## config.mk

```make
export PLATFORM = sky130hd
export DESIGN_NAME = u_fetch
export DESIGN_NICKNAME = d
export VERILOG_FILES = /design/src/rtl/u_fetch.sv
export SDC_FILE = /design/constraint.sdc
export NUM_CORES = 1
export LEC_CHECK = 0
export BUFFER_PORTS_ARGS = -buffer_cell sky130_fd_sc_hd__clkbuf_2
export CORE_UTILIZATION = 56
export CTS_CLUSTER_SIZE = 8
export DETAILED_ROUTE_END_ITERATION = 16
export PLACE_DENSITY = 0.95
export SLEW_MARGIN = 20
export SYNTH_ARGS = -nofsm -noshare
export SYNTH_HDL_FRONTEND = slang
export SYNTH_SLANG_ARGS = --single-unit
```

## constraint.sdc

```tcl
create_clock -name clk -period 8.95 [get_ports clk]
set_clock_uncertainty 0.1 [all_clocks]
set_input_delay 0.4475 -clock clk [delete_from_list [all_inputs] [get_ports clk]]
set_output_delay 0.4475 -clock clk [all_outputs]
set_load 0.01 [all_outputs]
```

## src/rtl/u_fetch.sv

```systemverilog
// Instruction fetch sequencer: PC, one-at-a-time req/ack memory fetch, valid/ready to decode, redirects.
// Optional halt-on-OpCode-6'b111111 behaviour is enabled by defining FETCH_HALT_EN.
module u_fetch #(
  parameter int                 ADDR_W   = 32,
  parameter logic [ADDR_W-1:0]  RESET_PC = '0
) (
  input  logic              clk,
  input  logic              reset,
  output logic              im_req,
  output logic [ADDR_W-1:0] im_addr,
  input  logic              im_ack,
  input  logic [31:0]       im_rdata,
  output logic              inst_valid,
  input  logic              inst_ready,
  output logic [31:0]       inst,
  output logic [5:0]        OpCode,
  output logic [ADDR_W-1:0] inst_pc,
  input  logic              redirect,
  input  logic [ADDR_W-1:0] redirect_pc,
  output logic              halted
);

  typedef enum logic [2:0] {
    S_IDLE,
    S_REQ,
    S_HOLD,
    S_DRAIN
`ifdef FETCH_HALT_EN
    , S_HALT
`endif
  } state_e;

  state_e             state_q, state_d;
  logic [ADDR_W-1:0]  pc_q, pc_d;
  logic [ADDR_W-1:0]  addr_q, addr_d;
  logic [31:0]        inst_q, inst_d;
  logic [ADDR_W-1:0]  inst_pc_q, inst_pc_d;

  logic [ADDR_W-1:0]  redirTgt;
  logic [ADDR_W-1:0]  pcInc;
  logic               isHaltOp;
  logic               unusedRedirLsb;

  assign redirTgt       = {redirect_pc[ADDR_W-1:2], 2'b00};
  assign pcInc          = pc_q + ADDR_W'(4);
  assign unusedRedirLsb = ^redirect_pc[1:0];

`ifdef FETCH_HALT_EN
  assign isHaltOp = (inst_q[31:26] == 6'b111111);
`else
  assign isHaltOp = 1'b0;
`endif

  always_ff @(posedge clk or posedge reset) begin
    if (reset) begin
      state_q <= S_IDLE;
    end else begin
      state_q <= state_d;
    end
  end

  // An ack that coincides with a redirect drops the data and re-requests at the target.
  always_comb begin
    state_d = state_q;
    case (state_q)
      S_IDLE:  state_d = S_REQ;
      S_REQ: begin
        if (im_ack) begin
          state_d = redirect ? S_REQ : S_HOLD;
        end else if (redirect) begin
          state_d = S_DRAIN;
        end
      end
      S_HOLD: begin
        if (redirect) begin
          state_d = S_REQ;
        end else if (inst_ready) begin
`ifdef FETCH_HALT_EN
          state_d = isHaltOp ? S_HALT : S_REQ;
`else
          state_d = S_REQ;
`endif
        end
      end
      S_DRAIN: begin
        if (im_ack) begin
          state_d = S_REQ;
        end
      end
`ifdef FETCH_HALT_EN
      S_HALT: begin
        if (redirect) begin
          state_d = S_REQ;
        end
      end
`endif
      default: state_d = S_IDLE;
    endcase
  end

  always_comb begin
    im_req     = (state_q == S_REQ) || (state_q == S_DRAIN);
    inst_valid = (state_q == S_HOLD);
`ifdef FETCH_HALT_EN
    halted     = (state_q == S_HALT);
`else
    halted     = 1'b0;
`endif
    im_addr    = addr_q;
    inst       = inst_q;
    OpCode     = inst_q[31:26];
    inst_pc    = inst_pc_q;
  end

  // The request address is frozen while draining so the outstanding access stays consistent.
  always_comb begin
    pc_d      = pc_q;
    inst_d    = inst_q;
    inst_pc_d = inst_pc_q;
    if ((state_q == S_REQ) && im_ack && !redirect) begin
      inst_d    = im_rdata;
      inst_pc_d = pcInc;
      pc_d      = pcInc;
    end
    if (redirect) begin
      pc_d = redirTgt;
    end
    addr_d = (state_d == S_DRAIN) ? addr_q : pc_d;
  end

  always_ff @(posedge clk or posedge reset) begin
    if (reset) begin
      pc_q      <= RESET_PC;
      addr_q    <= RESET_PC;
      inst_q    <= '0;
      inst_pc_q <= '0;
    end else begin
      pc_q      <= pc_d;
      addr_q    <= addr_d;
      inst_q    <= inst_d;
      inst_pc_q <= inst_pc_d;
    end
  end

endmodule

```

==> flow_summary_export.csv <==
group,metric,value,unit
floorplanning,fp.coreArea,0.0108,mm2
yosys,syn-cell-area,0.00619,mm2
clock_tree,clk_latency,520,ps
grt,met3_usage,0.0663,
cells_and_area,area_delta_synth_final,24.6,%
worst_setup_path,startpoint_type,"register",
floorplanning,die_y,107,um
clock_tree,cts_tree,"done",
power_and_ir_drop,internal-power,1.33,mW
clock_tree,cts_buffers,17,
run_status,status,"finished clean",
power_and_ir_drop,switching_share,0.276,
cells_and_area,antenna_cells,0,
power_and_ir_drop,p_per_area,238,mW/mm2
clock_tree,cts_setup_buffers,0,
placed_design,port_buffers,170,
cells_and_area,finalNetCount,880,
floorplanning,placementRows,38,
grt,overflow,0,
detailed_routing,ant_nets,0,
clock_tree,cts.reportedPaths.clkPinSlew,60,ps
detailed_routing,first_iter_violations,359,
grt,grt_pass1_vias,5046,
floorplanning,start_util,0.573,
worst_hold_path,min_path_type,"in -> reg",
placed_design,post-place-ws,6080,ps
worst_setup_path,r2r_cells,6,
cells_and_area,fin_cells,962,
yosys,synth_cell_types,52,
yosys,ys_seq_elements,131,
power_and_ir_drop,p_sw,507,uW
timing,hold_viol_final,0,
timing,min_period_over_period,0.304,
run,maxCapViolations,0,
yosys,yosysWarnings,0,
yosys,synth_edf_count,0,
worst_setup_path,crit_type,"reg -> reg",
timing,final-setup-viol-count,0,
timing,timing.setup.tns,0,ps
timing,setup_ws,6220,ps
detailed_routing,drc,0,
worst_setup_path,crit_required,9260,ps
detailed_routing,drtPass1Iterations,8,
power_and_ir_drop,pwr-share-clk,0.411,
worst_setup_path,cp-startpoint,"pc_q[2]",
worst_setup_path,end_kind,"register",
placed_design,place_inst,930,
worst_setup_path,crit_end,"im_addr[20]",
worst_setup_path,worstReg2RegEnd,"im_addr[20]",
yosys,synth_cells,663,
timing,drv_slew,0,
grt,top_usage_layer,"met2",
cells_and_area,drive_gt1_frac,0.286,
placed_design,gp_congestion,0.885,
grt,grt_max_degree,99,
yosys,synthFlopType,"dfrtp_1",
detailed_routing,vias,5452,
power_and_ir_drop,leakage,3.71,nW
clock_tree,cts_max_level,4,
timing,rsz0062_at_grt,"false",
floorplanning,num_io_pins,174,
worst_hold_path,worstHoldStart,"im_rdata[10]",
placed_design,place_hpwl,10.4,mm
grt,antenna_found_initial,0,
timing,max_freq,367,MHz
worst_setup_path,timing.rr.start,"pc_q[2]",
clock_tree,root_buffer,"clkbuf_8",
floorplanning,dieWidth,107,um
floorplanning,dieArea,0.0115,mm2
worst_setup_path,r2r_slack,6220,ps
yosys,ys_async_sr_fraction,1.00,
yosys,ys_seq_area_frac,0.530,
timing,tightest_slew,994,ps
detailed_routing,wirelength,15.3,mm
grt,grt_pass1_wl,24.4,mm
worst_setup_path,crit_arrival,3030,ps
power_and_ir_drop,irDropWorstVdd,0.114,mV
detailed_routing,viasPerCell,5.67,
grt,track_usage,0.279,
detailed_routing,wl_per_cell,15.9,um
timing,slew-limit-headroom,0.337,
grt,met2_usage,0.452,
clock_tree,clock-sinks,131,
power_and_ir_drop,p_comb_frac,0.174,
power_and_ir_drop,seq_power_share,0.416,
grt,grt_use_met1,0.363,
yosys,synth_area_per_cell,9.33,um2
timing,post-route-min-period,2730,ps
clock_tree,clockBufferDepth,2,
power_and_ir_drop,power,1.84,mW
worst_setup_path,crit_path_max_fanout,8,
## per-stage QoR
stage	utilization	instance area (um2)	hold WS, ps
floorplan	-	6190	331
global placement	0.653	7050	349
detailed placement	0.653	7050	354
CTS	0.714	7710	6.68
global route	0.714	7710	5.45
finish	0.714	7710	18.0
## worst min-delay path by stage
stage	endpoint	slack [ps]	depth (start not counted)
final	inst[10]	20	3
after global routing	inst[10]	5	3
after CTS	inst[26]	7	3
after detailed placement	inst_pc[1]	350	2
after global placement	inst_pc[1]	350	2
after floorplan	inst_pc[0]	330	2
## layer usage
layer  wire, um  vias up  part of all wire
met5          0        -                 0
met4        354        0             0.023
met3       1070       40             0.070
met2       7320      275              0.48
met1       6570     2592              0.43
li1           -     2545                 -
## cells in the final DEF, fill, tap and decap left out, drive strengths merged, types with 3 or more instances in the layout
master / count
and2: 4
or3: 5
nand3: 26
mux2: 18
nor4: 9
o21ai: 36
dfrtp: 131
xnor2: 17
a21o: 3
buf: 5
o221ai: 5
a31oi: 3
mux2i: 8
inv: 10
nand4: 15
xor2: 23
nand2: 175
and3: 3
a21oi: 14
nor2b: 6
o31ai: 7
nor2: 43
nor3b: 4
nor3: 19
bufinv: 5
a211oi: 3
or4: 4
clkbuf: 192
## state kept, by name, summed over array words and instances, names as in the netlist
signal,flops
inst,32
state_q,3
pc_q,32
im_addr,32
inst_pc,32
## cells by family after synthesis
kind of cell               after synthesis  share of synthesized area
other                                    1                   0.000606
buffers and inverters                   59                     0.0413
AOI/OAI and AO/OA                       84                     0.0859
xor gates and xnor gates                40                     0.0566
adders and majority gates                1                    0.00202
and+or+nand+nor                        321                      0.238
muxes                                   26                     0.0457
DFF                                    131                      0.530
## worst max-delay path, cell delays in order, from the launching register on
cell,delay [ps]
dfrtp_1,440
ha_1,330
nand2_1,240
nor3_1,730
nand4_1,190
o221a_2,310
mux2_2,270
## final cells by class
class | instances | area, um2
fill | 755 | 3080
timing repair buffer | 176 | 902
tap | 140 | 175
clock buffer | 22 | 473
multi-input combinational | 474 | 2670
clock inverter | 9 | 175
sequential | 131 | 3280
inverter | 10 | 40.0
## what timing repair did
item	in CTS	in global routing
resized for setup	0	0
hold endpoints to repair	47	0
hold buffers	1	0
## synthesized netlist by cell type, drive strengths merged (4+ instances only)
| cell | count | area share |
|---|---|---|
| nor2 | 43 | 0.026 |
| nand3 | 26 | 0.023 |
| xnor2 | 17 | 0.024 |
| xor2 | 23 | 0.033 |
| clkbuf | 34 | 0.021 |
| nor3 | 19 | 0.015 |
| inv | 10 | 0.0061 |
| and2 | 4 | 0.0040 |
| o21ai | 36 | 0.029 |
| nand2 | 175 | 0.11 |
| buf | 15 | 0.015 |
| mux2i | 8 | 0.013 |
| dfrtp | 131 | 0.53 |
| mux2 | 18 | 0.033 |
| a21oi | 14 | 0.011 |
| nor2b | 6 | 0.0061 |
| nor3b | 4 | 0.0049 |
| o31ai | 7 | 0.0085 |
| nor4 | 9 | 0.011 |
| nand4 | 15 | 0.018 |
| or3 | 5 | 0.0051 |
| o221ai | 5 | 0.0071 |
| or4 | 4 | 0.0049 |
## power by group through the flow
stage / Clock (mW) / Sequential (mW) / Combinational, mW
after global placement: 0 / 0.765 / 0.310
after global routing: 0.791 / 0.773 / 0.356
after floorplan: 0 / 0.793 / 0.153
after detailed placement: 0 / 0.771 / 0.319
after CTS: 0.762 / 0.762 / 0.323
final: 0.754 / 0.763 / 0.319
(Power assumes the default switching activity.)
